[src/rtl/bit_serial_alu_if.sv]
// Request/response bundle for bit_serial_alu.
//   slave  : the ALU side (accepts a, b, alu_ctrl; returns result and flags)
//   master : the requester/consumer side
// Signals: in_valid/in_ready request handshake, a/b operands (two's complement),
// alu_ctrl {ainvert, binvert, op[1:0]}, out_valid/out_ready result handshake,
// result, zero, overflow, carry_out.
interface bit_serial_alu_if #(
    parameter int WIDTH = 8
);
    logic             in_valid;
    logic             in_ready;
    logic [WIDTH-1:0] a;
    logic [WIDTH-1:0] b;
    logic [3:0]       alu_ctrl;
    logic             out_valid;
    logic             out_ready;
    logic [WIDTH-1:0] result;
    logic             zero;
    logic             overflow;
    logic             carry_out;

    modport slave (
        input  in_valid, a, b, alu_ctrl, out_ready,
        output in_ready, out_valid, result, zero, overflow, carry_out
    );

    modport master (
        output in_valid, a, b, alu_ctrl, out_ready,
        input  in_ready, out_valid, result, zero, overflow, carry_out
    );
endinterface

[src/rtl/bit_serial_alu.sv]
// Bit-serial MIPS-style ALU: one 1-bit slice reused for WIDTH cycles, LSB first.
// Ports:
//   clk   : single clock, rising edge
//   rst_n : synchronous active-low reset
//   bus   : bit_serial_alu_if.slave (request handshake, operands, alu_ctrl,
//           result handshake, result, zero, overflow, carry_out)
// Codes: 0000 AND, 0001 OR, 0010 ADD, 0110 SUB, 0111 SLT, 1100 NOR; any other
// code completes with result 0 and zero set. Result is valid WIDTH cycles after
// the accepting edge and is held until out_valid && out_ready.
module bit_serial_alu #(
    parameter int WIDTH = 8
) (
    input  logic            clk,
    input  logic            rst_n,
    bit_serial_alu_if.slave bus
);
    localparam int CW = (WIDTH > 1) ? $clog2(WIDTH) : 1;

    localparam logic [3:0] CTRL_AND = 4'b0000;
    localparam logic [3:0] CTRL_OR  = 4'b0001;
    localparam logic [3:0] CTRL_ADD = 4'b0010;
    localparam logic [3:0] CTRL_SUB = 4'b0110;
    localparam logic [3:0] CTRL_SLT = 4'b0111;
    localparam logic [3:0] CTRL_NOR = 4'b1100;

    typedef enum logic [1:0] {IDLE, RUN, DONE} state_t;

    state_t state, state_next;

    logic [WIDTH-1:0] a_sh, b_sh;
    logic [3:0]       ctrl;
    logic [CW-1:0]    cnt;
    logic             carry;
    logic [WIDTH-2:0] acc;        // result bits 0..WIDTH-2, collected LSB first
    logic [WIDTH-1:0] result_q;
    logic             zero_q, ovf_q, cout_q;

    logic             is_msb;
    logic             ai, bi, s_sum, s_cout, s_out;
    logic             msb_ovf, set_bit;
    logic [WIDTH-1:0] acc_full;
    logic [WIDTH-1:0] fin_res;
    logic             fin_ovf, fin_cout;

    assign is_msb = (cnt == CW'(WIDTH - 1));

    // 1-bit slice
    always_comb begin
        ai     = a_sh[0] ^ ctrl[3];
        bi     = b_sh[0] ^ ctrl[2];
        s_sum  = ai ^ bi ^ carry;
        s_cout = (ai & bi) | (ai & carry) | (bi & carry);
        s_out  = 1'b0;                     // op 3 "less" input is 0 above the LSB
        case (ctrl[1:0])
            2'd0:    s_out = ai & bi;
            2'd1:    s_out = ai | bi;
            2'd2:    s_out = s_sum;
            default: s_out = 1'b0;
        endcase
        msb_ovf  = carry ^ s_cout;
        set_bit  = s_sum ^ msb_ovf;
        acc_full = {s_out, acc};
    end

    // Final result/flags, only meaningful on the MSB cycle. SLT's set bit is
    // known only at the MSB, so the LSB is patched here instead of in-flight.
    always_comb begin
        fin_res  = '0;
        fin_ovf  = 1'b0;
        fin_cout = 1'b0;
        case (ctrl)
            CTRL_ADD, CTRL_SUB: begin
                fin_res  = acc_full;
                fin_ovf  = msb_ovf;
                fin_cout = s_cout;
            end
            CTRL_AND, CTRL_OR, CTRL_NOR: fin_res = acc_full;
            CTRL_SLT: fin_res[0] = set_bit;
            default: fin_res = '0;
        endcase
    end

    // State register
    always_ff @(posedge clk) begin
        if (!rst_n) state <= IDLE;
        else        state <= state_next;
    end

    // Next-state logic
    always_comb begin
        state_next = state;
        case (state)
            IDLE:    if (bus.in_valid)  state_next = RUN;
            RUN:     if (is_msb)        state_next = DONE;
            DONE:    if (bus.out_ready) state_next = IDLE;
            default: state_next = IDLE;
        endcase
    end

    // Outputs; handshakes are forced low while reset is asserted
    always_comb begin
        bus.in_ready  = rst_n && (state == IDLE);
        bus.out_valid = rst_n && (state == DONE);
        bus.result    = result_q;
        bus.zero      = zero_q;
        bus.overflow  = ovf_q;
        bus.carry_out = cout_q;
    end

    // Datapath
    always_ff @(posedge clk) begin
        if (!rst_n) begin
            a_sh     <= '0;
            b_sh     <= '0;
            ctrl     <= '0;
            cnt      <= '0;
            carry    <= 1'b0;
            acc      <= '0;
            result_q <= '0;
            zero_q   <= 1'b1;
            ovf_q    <= 1'b0;
            cout_q   <= 1'b0;
        end else begin
            case (state)
                IDLE: begin
                    if (bus.in_valid) begin
                        a_sh  <= bus.a;
                        b_sh  <= bus.b;
                        ctrl  <= bus.alu_ctrl;
                        cnt   <= '0;
                        carry <= bus.alu_ctrl[2];
                    end
                end
                RUN: begin
                    a_sh  <= a_sh >> 1;
                    b_sh  <= b_sh >> 1;
                    carry <= s_cout;
                    cnt   <= cnt + CW'(1);
                    acc   <= acc_full[WIDTH-1:1];
                    if (is_msb) begin
                        result_q <= fin_res;
                        zero_q   <= (fin_res == '0);
                        ovf_q    <= fin_ovf;
                        cout_q   <= fin_cout;
                    end
                end
                default: ;
            endcase
        end
    end
endmodule

[src/flat_wrapper.sv]
// flat-port wrapper written by rule: the top's interface ports become plain ports
module bit_serial_alu_flat 
#(
    parameter int WIDTH = 8
)
  (clk, rst_n, bus_in_valid, bus_a, bus_b, bus_alu_ctrl, bus_out_ready, bus_in_ready, bus_out_valid, bus_result, bus_zero, bus_overflow, bus_carry_out);
  bit_serial_alu_if #(.WIDTH(WIDTH)) bus_i ();
  input  logic clk;
  input  logic rst_n;
  input wire logic [$bits(bus_i.in_valid)-1:0] bus_in_valid;
  input wire logic [$bits(bus_i.a)-1:0] bus_a;
  input wire logic [$bits(bus_i.b)-1:0] bus_b;
  input wire logic [$bits(bus_i.alu_ctrl)-1:0] bus_alu_ctrl;
  input wire logic [$bits(bus_i.out_ready)-1:0] bus_out_ready;
  output wire logic [$bits(bus_i.in_ready)-1:0] bus_in_ready;
  output wire logic [$bits(bus_i.out_valid)-1:0] bus_out_valid;
  output wire logic [$bits(bus_i.result)-1:0] bus_result;
  output wire logic [$bits(bus_i.zero)-1:0] bus_zero;
  output wire logic [$bits(bus_i.overflow)-1:0] bus_overflow;
  output wire logic [$bits(bus_i.carry_out)-1:0] bus_carry_out;
  assign bus_i.in_valid = bus_in_valid;
  assign bus_i.a = bus_a;
  assign bus_i.b = bus_b;
  assign bus_i.alu_ctrl = bus_alu_ctrl;
  assign bus_i.out_ready = bus_out_ready;
  assign bus_in_ready = bus_i.in_ready;
  assign bus_out_valid = bus_i.out_valid;
  assign bus_result = bus_i.result;
  assign bus_zero = bus_i.zero;
  assign bus_overflow = bus_i.overflow;
  assign bus_carry_out = bus_i.carry_out;
  bit_serial_alu #(.WIDTH(WIDTH)) u_core (.clk(clk), .rst_n(rst_n), .bus(bus_i));
endmodule
[config.mk]
export PLATFORM = sky130hd
export DESIGN_NAME = bit_serial_alu_flat
export DESIGN_NICKNAME = d
export VERILOG_FILES = /design/src/rtl/bit_serial_alu_if.sv /design/src/rtl/bit_serial_alu.sv /design/src/flat_wrapper.sv
export SDC_FILE = /design/constraint.sdc
export NUM_CORES = 1
export LEC_CHECK = 0
export CAP_MARGIN = 20
export CORE_MARGIN = 4
export CORE_UTILIZATION = 25
export CTS_CLUSTER_DIAMETER = 150
export CTS_CLUSTER_SIZE = 16
export DETAILED_ROUTE_END_ITERATION = 10
export SLEW_MARGIN = 20
export SYNTH_ARGS = -nofsm -noshare
export SYNTH_HDL_FRONTEND = slang
export SYNTH_SLANG_ARGS = --single-unit
[constraint.sdc]
create_clock -name clk -period 4.15 [get_ports clk]
set_input_delay 0.415 -clock clk [delete_from_list [all_inputs] [get_ports clk]]
set_output_delay 0.415 -clock clk [all_outputs]
set_load 0.01 [all_outputs]
# ---- Yosys cells after proc, flatten, opt, wreduce, memory -nomap -nowiden
# Cells that the tools add are included.
dict set report op_classes {
  add_sub_neg 1
  n_eq_ne 13
  mux 17
  bitwise 12
  n_reduce_logical 13
}
# cell count
set op_table {}
lappend op_table {{case mux 8 bit (2 select lines)} 2}
lappend op_table {{2-to-1 mux 8 bit} 2}
lappend op_table {{equality test 4 x 3 -> 1 bit, second input constant} 2}
lappend op_table {{logical NOT 8 bit} 1}
lappend op_table {{2-to-1 mux 7 bit} 1}
lappend op_table {{2-to-1 mux 2 bit} 3}
lappend op_table {{case mux 2 bit (3 select lines)} 1}
lappend op_table {{case mux 3 bit (2 select lines)} 1}
lappend op_table {{AND reduction 2 bit} 3}
lappend op_table {{bitwise XOR 1 bit} 6}
lappend op_table {{OR reduction 5 bit} 1}
lappend op_table {{equality test 2 x 1 -> 1 bit, second input constant} 2}
lappend op_table {{equality test 2 bit, second input constant} 2}
lappend op_table {{equality test 4 x 1 -> 1 bit, second input constant} 1}
lappend op_table {{equality test 4 x 2 -> 1 bit, second input constant} 1}
lappend op_table {{equality test 4 bit, second input constant} 1}
lappend op_table {{logical NOT 2 bit} 2}
lappend op_table {{logical NOT 4 bit} 1}
lappend op_table {{!= test 2 bit, second input constant} 2}
lappend op_table {{case mux 1 bit (2 select lines)} 2}
lappend op_table {{adder 3 x 1 -> 3 bit, second input constant} 1}
lappend op_table {{bitwise AND 1 bit} 3}
lappend op_table {{equality test 3 bit, second input constant} 1}
lappend op_table {{2-to-1 mux 1 bit} 3}
lappend op_table {{8 further kinds} 11}
dict set report totals {
  reg_bits 44
  output_inout_bits 13
}

# ---- Depth between registers and ports, before layout
# Gate-level depths: netlist of run 1.
dict set report depth {
  word_depth 8
  ltp_mapped 8
}

# ---- Worst setup path after synthesis of run 1
# No wires, ideal clock.
dict set report synth_path {
  kind {register to register}
  start {reg u_core.ctrl[3]}
  end {reg u_core.zero_q, in the netlist u_core.bus.zero}
  setup_ns 0.122
  arrival_ns 1.957
  required_time_ns 4.028
  path_slack_ns 2.072
  stages_incl_launch_ff 9
  n_path_buf 0
  synth_period_minus_slack_ns 2.078
  cell_sequence {dfxtp_1 xor2_2 inv_1 ha_1 xnor2_1 a21o_2 o32a_1 a31o_1 a221o_1}
}
dict set report synth_between {
  elab_chain_cells 8
  elab_cells_between_ends 21
}
# item line_no
set synth_rtl {}
lappend synth_rtl {{from (decl)} bit_serial_alu.sv:31} ;# logic [3:0] ctrl;
lappend synth_rtl {{from (signal assigned)} bit_serial_alu.sv:129} ;# ctrl <= bus.alu_ctrl;
lappend synth_rtl {{bitwise XOR 1 bit} bit_serial_alu.sv:49} ;# ai = a_sh[0] ^ ctrl[3];
lappend synth_rtl {{bitwise AND 1 bit (on tied branches)} {bit_serial_alu.sv:52, bit_serial_alu.sv:55}}
lappend synth_rtl {{bitwise OR 1 bit (2 in a row)} bit_serial_alu.sv:52} ;# s_cout = (ai & bi) | (ai & carry) | (bi & carry);
lappend synth_rtl {{bitwise XOR 1 bit} bit_serial_alu.sv:60} ;# msb_ovf = carry ^ s_cout;
lappend synth_rtl {{bitwise XOR 1 bit} bit_serial_alu.sv:61} ;# set_bit = s_sum ^ msb_ovf;
lappend synth_rtl {{case mux 1 bit (2 select lines)} bit_serial_alu.sv:71} ;# case (ctrl)
lappend synth_rtl {{logical NOT 8 bit (*)} bit_serial_alu.sv:142} ;# zero_q <= (fin_res == '0);
lappend synth_rtl {{to (signal assigned)} bit_serial_alu.sv:142}
lappend synth_rtl {{to (decl)} bit_serial_alu.sv:36} ;# logic zero_q, ovf_q, cout_q;
# Mark *: on every way between the ends. The rest lies on a longest branch, timed or not.
# A chain may end at the register's enable or synchronous reset.

# ---- Worst setup path in the final report of run 1
dict set report layout_path {
  start {in rst_n}
  end {out bus_out_valid}
}
dict set report layout_between {
  elab_chain_cells 1
}
# item line_no
set layout_rtl {}
lappend layout_rtl {{from (decl)} flat_wrapper.sv:9} ;# input logic rst_n;
lappend layout_rtl {{logical AND 1 bit} bit_serial_alu.sv:103} ;# bus.out_valid = rst_n && (state == DONE);
lappend layout_rtl {{to (decl)} flat_wrapper.sv:16} ;# output wire logic [$bits(bus_i.out_valid)-1:0] bus_out_valid;
# Every way passes these cells.

==> summary.txt, run 1 <==
Critical path
  – R2r startpoint: u_core.ctrl[3]$_SDFFE_PN0P_
  – Crit path capture type: output pin
  – CP arrival: 2.16 ns
  – FF-to-FF setup slack: 1.92 ns
  – Crit-path max FO: 44
  – Crit path from: rst_n
  – Worst Path Required: 3.73 ns
  – Critical path class: in -> out
  – Critical Path Start Type: primary input
  – R2R depth: 8
  – Worst flop-to-flop path endpoint: u_core.bus.zero$_SDFFE_PN1P_

STA
  – Fmax: 0.389 GHz
  – Minimum clock period: 2.57 ns
  – Fin Setup TNS: 0 ns
  – Final WS setup: 1.58 ns
  – Unrepaired setup endpoints after global routing: false
  – Period Utilization, post-route: 62.0%
  – Fin. max-slew vios: 0
  – Slew @ Worst Pin: 0.754 ns
  – Clk_skew: 0.00270 ns
  – Max_slew headroom: 49.7%
  – Final Hold Vio Count: 0
  – Setup-failing EPs final: 0

Clock tree
  – CTS tree: done
  – Clk slew on worst S/H paths: 0.08 ns
  – Worst skew pair latency: 0.29 ns
  – Hold Buf Count CTS: 0
  – PostCTS Resize Cnt: 0
  – Post-CTS setup buffer count: 0
  – H-Tree Depth: 2
  – CTS Root Cell: clkbuf_8
  – Clk buf depth: 2
  – Clock Sinks: 44
  – CTS Buf Count: 5

Synth
  – Synth Register Bits: 44
  – Top post-synthesis cells by area: dfxtp_1 46%, nand2_1 13%, a311oi_1 6.4%
  – Syn nets: 269
  – Cell taking the most area after synthesis: dfxtp_1
  – Mapped cell area: 1910 sq um
  – Synth Area per Inst: 7.87 sq um
  – EDFF count, synth: 0
  – Share of the synthesized area in the top cell type: 46.2%
  – Cell variety after synth: 37
  – Asr flop ratio synth: 0%
  – Mapped Cells: 242
  – Post-synthesis sequential area ratio: 46.2%
  – Post-synth top flop: dfxtp_1
  – Yosys warning total: 0

Global route
  – Initial antenna violation count: 0
  – Largest net degree at the start of global routing: 45
  – GRT overflow: 0
  – GRT Overall Usage: 10.4%
  – Number of global-route vias before repair: 1,618
  – Global-route wire length before repair: 7490 um

Cells and area
  – Ant. Diodes: 0
  – NumNets Final: 299
  – FILL cells: 794
  – Commonest cells after routing, fill and taps aside: 65 x nand2_1, 44 x dfxtp_1, 36 x clkdlybuf4s50_1
  – Commonest non-fill, non-tap cell in the layout: nand2_1
  – Layout area overhead: 28.0%
  – Layout cells sized above 1: 4.76%

Drt
  – Via/cell ratio: 4.65
  – Routed via count: 1,728
  – Pre-antenna DRT Iters: 4
  – Detail Route Antenna Nets: 0
  – Routed len/inst: 11.9 um
  – Initial DRC count: 129
  – # DRC: 0
  – Drt total wl: 4440 um

Run
  – # Max-Cap Violations: 0

Die
  – Initial Util: 26.0%
  – FP Rows: 31
  – # IOs: 37
  – Die Span X: 95.3 um
  – DIE AREA: 9080 sq um
  – CORE AREA: 7330 sq um
  – Die Y: 95.3 um

Place
  – Final estimated routing congestion in global placement: 0.761
  – Setup WS pre-CTS: 1.57 ns
  – Detailed Place HPWL: 3070 um
  – IO Port Bufs: 36

Worst hold path
  – Hold Crit Depth: 2
  – Hold worst-path end: u_core.bus.result[3]$_SDFFE_PN0P_
  – Hold Crit Start: u_core.bus.result[3]$_SDFFE_PN0P_
  – Hold Crit Class: reg -> reg

Pwr
  – Power per cell area: 354 nW/um^2
  – Leakage Power: 0.000871 uW
  – VDD IR max: 0.147 mV

Status
  – Outcome: complete, no violations
==> kinds of logic (layout without fill, tap and decap cells) <==
family                   Yosys count  count (layout)  synth area share (%)
AND/OR/NAND/NOR                  117             117                  25.6
AO/OA/AOI/OAI                     53              53                  19.4
XOR/XNOR                           3               3                  2.17
flip-flops                        44              44                  46.2
adder cells (fa/ha/maj)            4               4                  2.50
buffers and inverters             21              52                  4.14
==> cells in the mapped netlist, types with 2 or more instances <==
cell type and count:
a21oi_1 23, o21ai_0 2, nand2_1 65, and2_1 3
nor2_1 28, inv_1 5, a22oi_1 2, xor2_2 2
a311oi_1 14, clkbuf_1 14, ha_1 3, nand3_1 12
nor3_1 2, dfxtp_1 44
==> how the worst max path moves through the flow <==
stage	endpoint	slack, ns	cells past startpoint
after CTS	bus_out_valid	1.55	5
after floorplan	u_core.bus.zero$_SDFFE_PN1P_	2.07	8
after global routing	bus_out_valid	1.48	5
after detailed placement	bus_out_valid	1.57	5
after global placement	bus_out_valid	1.59	5
final	bus_out_valid	1.58	5
==> sequential cells by signal, indices dropped and copies added (netlist names) <==
register / count
u_core.bus.carry_out: 1
u_core.bus.result: 8
u_core.ctrl: 4
u_core.bus.zero: 1
u_core.cnt: 3
u_core.acc: 7
u_core.b_sh: 8
u_core.a_sh: 8
u_core.carry: 1
u_core.bus.overflow: 1
u_core.state: 2
==> cell type report <==
class / count / area [sq um] / share of cell area, %
clock buffer: 8 / 90.1 / 3.69
inverter: 6 / 22.5 / 0.924
multi-input combinational: 177 / 946 / 38.8
sequential: 44 / 881 / 36.1
tap: 99 / 124 / 5.08
timing repair buffer: 38 / 375 / 15.4
==> critical path, cell delays in order <==
cell,delay (ns)
clkdlybuf4s50_1,0.50
clkinv_1,0.06
buf_4,0.27
nor3b_1,0.31
clkdlybuf4s50_1,0.60
==> power breakdown <==
group	leakage [uW]	internal, uW	total, uW	switching [uW]
clock	0.0000455	136	276	140
combinational	0.000466	56.3	127	70.9
sequential	0.000359	443	459	16.1
total	0.000871	635	862	227
==> per-layer routing <==
metal | vias to the layer above | global-route usage, % | wire length [um]
met2 | 32 | 16.8 | 2100
met5 | - | 0 | 0
met4 | 0 | 4.33 | 79
met1 | 801 | 13.8 | 2130
met3 | 6 | 1.66 | 124
li1 | 889 | - | -
==> metrics by stage <==
step                utilization (%)  hold WS (ns)  std cells  total power, uW  cell area [sq um]
floorplan                         -         0.445        242              552               1910
global placement               32.0         0.446        364              595               2350
CTS                            33.3         0.462        372              869               2440
finish                         33.3         0.455        372              862               2440
global route                   33.3         0.483        372              908               2440
detailed placement             32.0         0.451        364              596               2350
No activity file was read; power rests on OpenSTA's default activity.
==> run 2: changes to the inputs <==
- clock period: 4.15 -> 2.48 ns (I/O delays scaled with it)
==> summary.txt, run 2 (same netlist as run 1, synthesis figures left out) <==
Cells and area
  – Storage cell area: 881 sq um
  – Finished layout cell area: 2480 sq um
  – FILL cells: 752
  – Layout area overhead: 30.3%
  – Multi-input logic area: 946 sq um
  – NumNets Final: 303
  – Commonest non-fill, non-tap cell in the layout: nand2_1
  – Ant. Diodes: 0
  – Commonest cells after routing, fill and taps aside: 65 x nand2_1, 44 x dfxtp_1, 36 x clkdlybuf4s50_1
  – Layout cells sized above 1: 6.86%

STA
  – Period Utilization, post-route: 90.0%
  – Setup-failing EPs final: 0
  – Fin Setup TNS: 0 ns
  – Min Hold Slack: 0.454 ns
  – Max_slew headroom: 51.6%
  – Clk_skew: 0.00961 ns
  – Unrepaired setup endpoints after global routing: false
  – Final Hold Vio Count: 0
  – Minimum clock period: 2.23 ns
  – Fmax: 0.448 GHz
  – Slew @ Worst Pin: 0.724 ns
  – Fin. max-slew vios: 0
  – Final WS setup: 0.249 ns

Drt
  – # DRC: 0
  – Via/cell ratio: 4.58
  – Detail Route Antenna Nets: 0
  – Drt total wl: 4450 um
  – Pre-antenna DRT Iters: 4
  – Initial DRC count: 129
  – Routed via count: 1,723
  – Routed len/inst: 11.8 um

Clock tree
  – CTS Buf Count: 5
  – Clk slew on worst S/H paths: 0.09 ns
  – Clk buf depth: 2
  – PostCTS Resize Cnt: 0
  – Clock Sinks: 44
  – H-Tree Depth: 2
  – CTS Root Cell: clkbuf_8
  – CTS tree: done
  – Hold Buf Count CTS: 0
  – Worst skew pair latency: 0.29 ns
  – Post-CTS setup buffer count: 0

Global route
  – GRT Overall Usage: 10.3%
  – Global-route wire length before repair: 7400 um
  – GRT overflow: 0
  – Number of global-route vias before repair: 1,584
  – Initial antenna violation count: 0
  – Largest net degree at the start of global routing: 31

Pwr
  – Pwr Total: 1450 uW
  – Leakage Power: 0.000901 uW
  – VDD IR max: 0.223 mV
  – Power per cell area: 583 nW/um^2

Die
  – # IOs: 37
  – DIE AREA: 9080 sq um
  – FP Rows: 31
  – CORE AREA: 7330 sq um
  – Die Span X: 95.3 um
  – Initial Util: 26.0%
  – Die Y: 95.3 um

Place
  – IO Port Bufs: 36
  – Detailed Place HPWL: 3240 um
  – Setup WS pre-CTS: 0.280 ns
  – Placed cell areas: 2390 sq um
  – Final estimated routing congestion in global placement: 0.857

Status
  – Outcome: complete, no violations

Critical path
  – Crit path capture type: flop
  – Worst Path Required: 2.66 ns
  – Crit-path max FO: 5
  – CP arrival: 2.41 ns
  – Crit-path cells: xor2_2 -> inv_1 -> ha_1 -> xnor2_1 -> a21o_2 -> o32a_1 -> a31o_1 -> a221o_1
  – Slowest cell on crit path: dfxtp_1
  – Critical Path Start Type: flop
  – Critical Path Max Stage Delay: 0.44 ns
  – Critical path class: reg -> reg

Worst hold path
  – Hold Crit Class: reg -> reg

Run
  – # Max-Cap Violations: 0
[run 2: path summary, 6_finish.rpt]
kind / startpoint / end / slack, ns / depth (start not counted)
worst max register to register: u_core.ctrl[3]$_SDFFE_PN0P_ / u_core.bus.zero$_SDFFE_PN1P_ / 0.25 / 8
worst max-delay path: u_core.ctrl[3]$_SDFFE_PN0P_ / u_core.bus.zero$_SDFFE_PN1P_ / 0.25 / 8
worst min-delay path: u_core.bus.result[5]$_SDFFE_PN0P_ / u_core.bus.result[5]$_SDFFE_PN0P_ / 0.45 / 2
worst min register to register: u_core.bus.result[5]$_SDFFE_PN0P_ / u_core.bus.result[5]$_SDFFE_PN0P_ / 0.45 / 2
[run 2: power by group]
| part | switching (uW) | total [uW] | leakage (uW) | internal [uW] |
|---|---|---|---|---|
| clock | 234 | 457 | 0.0000510 | 222 |
| combinational | 120 | 222 | 0.000491 | 102 |
| sequential | 27.0 | 768 | 0.000359 | 741 |
[run 2: per-layer routing]
layer / track usage [%] / share of wire [%] / vias to the layer above / wire (um)
met5: 0 / 0 / - / 0
met4: 3.73 / 1.4 / 0 / 61
met3: 2.45 / 4.2 / 4 / 185
met2: 16.3 / 48 / 32 / 2130
met1: 13.7 / 46 / 789 / 2070
li1: - / - / 898 / -
[run 2: area by class of cell]
| class | count | share of cell area (%) |
|---|---|---|
| clock inverters | 2 | 0.403 |
| repair buffers | 42 | 16.8 |
| well taps | 99 | 4.99 |
| multi-input cells | 177 | 38.1 |
| inverters | 6 | 0.907 |
| clock buffers | 6 | 3.32 |
| flip-flops and latches | 44 | 35.5 |
[run 2: through the flow]
stage / std cells / util (%)
after floorplan: 242 / -
after global placement: 368 / 32.6
after detailed placement: 368 / 32.6
after CTS: 376 / 33.9
after global routing: 376 / 33.9
final: 376 / 33.9
[run 2: critical path, delay by kind of cell, from the launching register on]
kind,cells,cell delay (ns)
AOI/OAI and AO/OA,4,0.88
DFF,1,0.44
xor gates and xnor gates,2,0.36
adders and majority gates,1,0.34
buffers and inverters,1,0.09
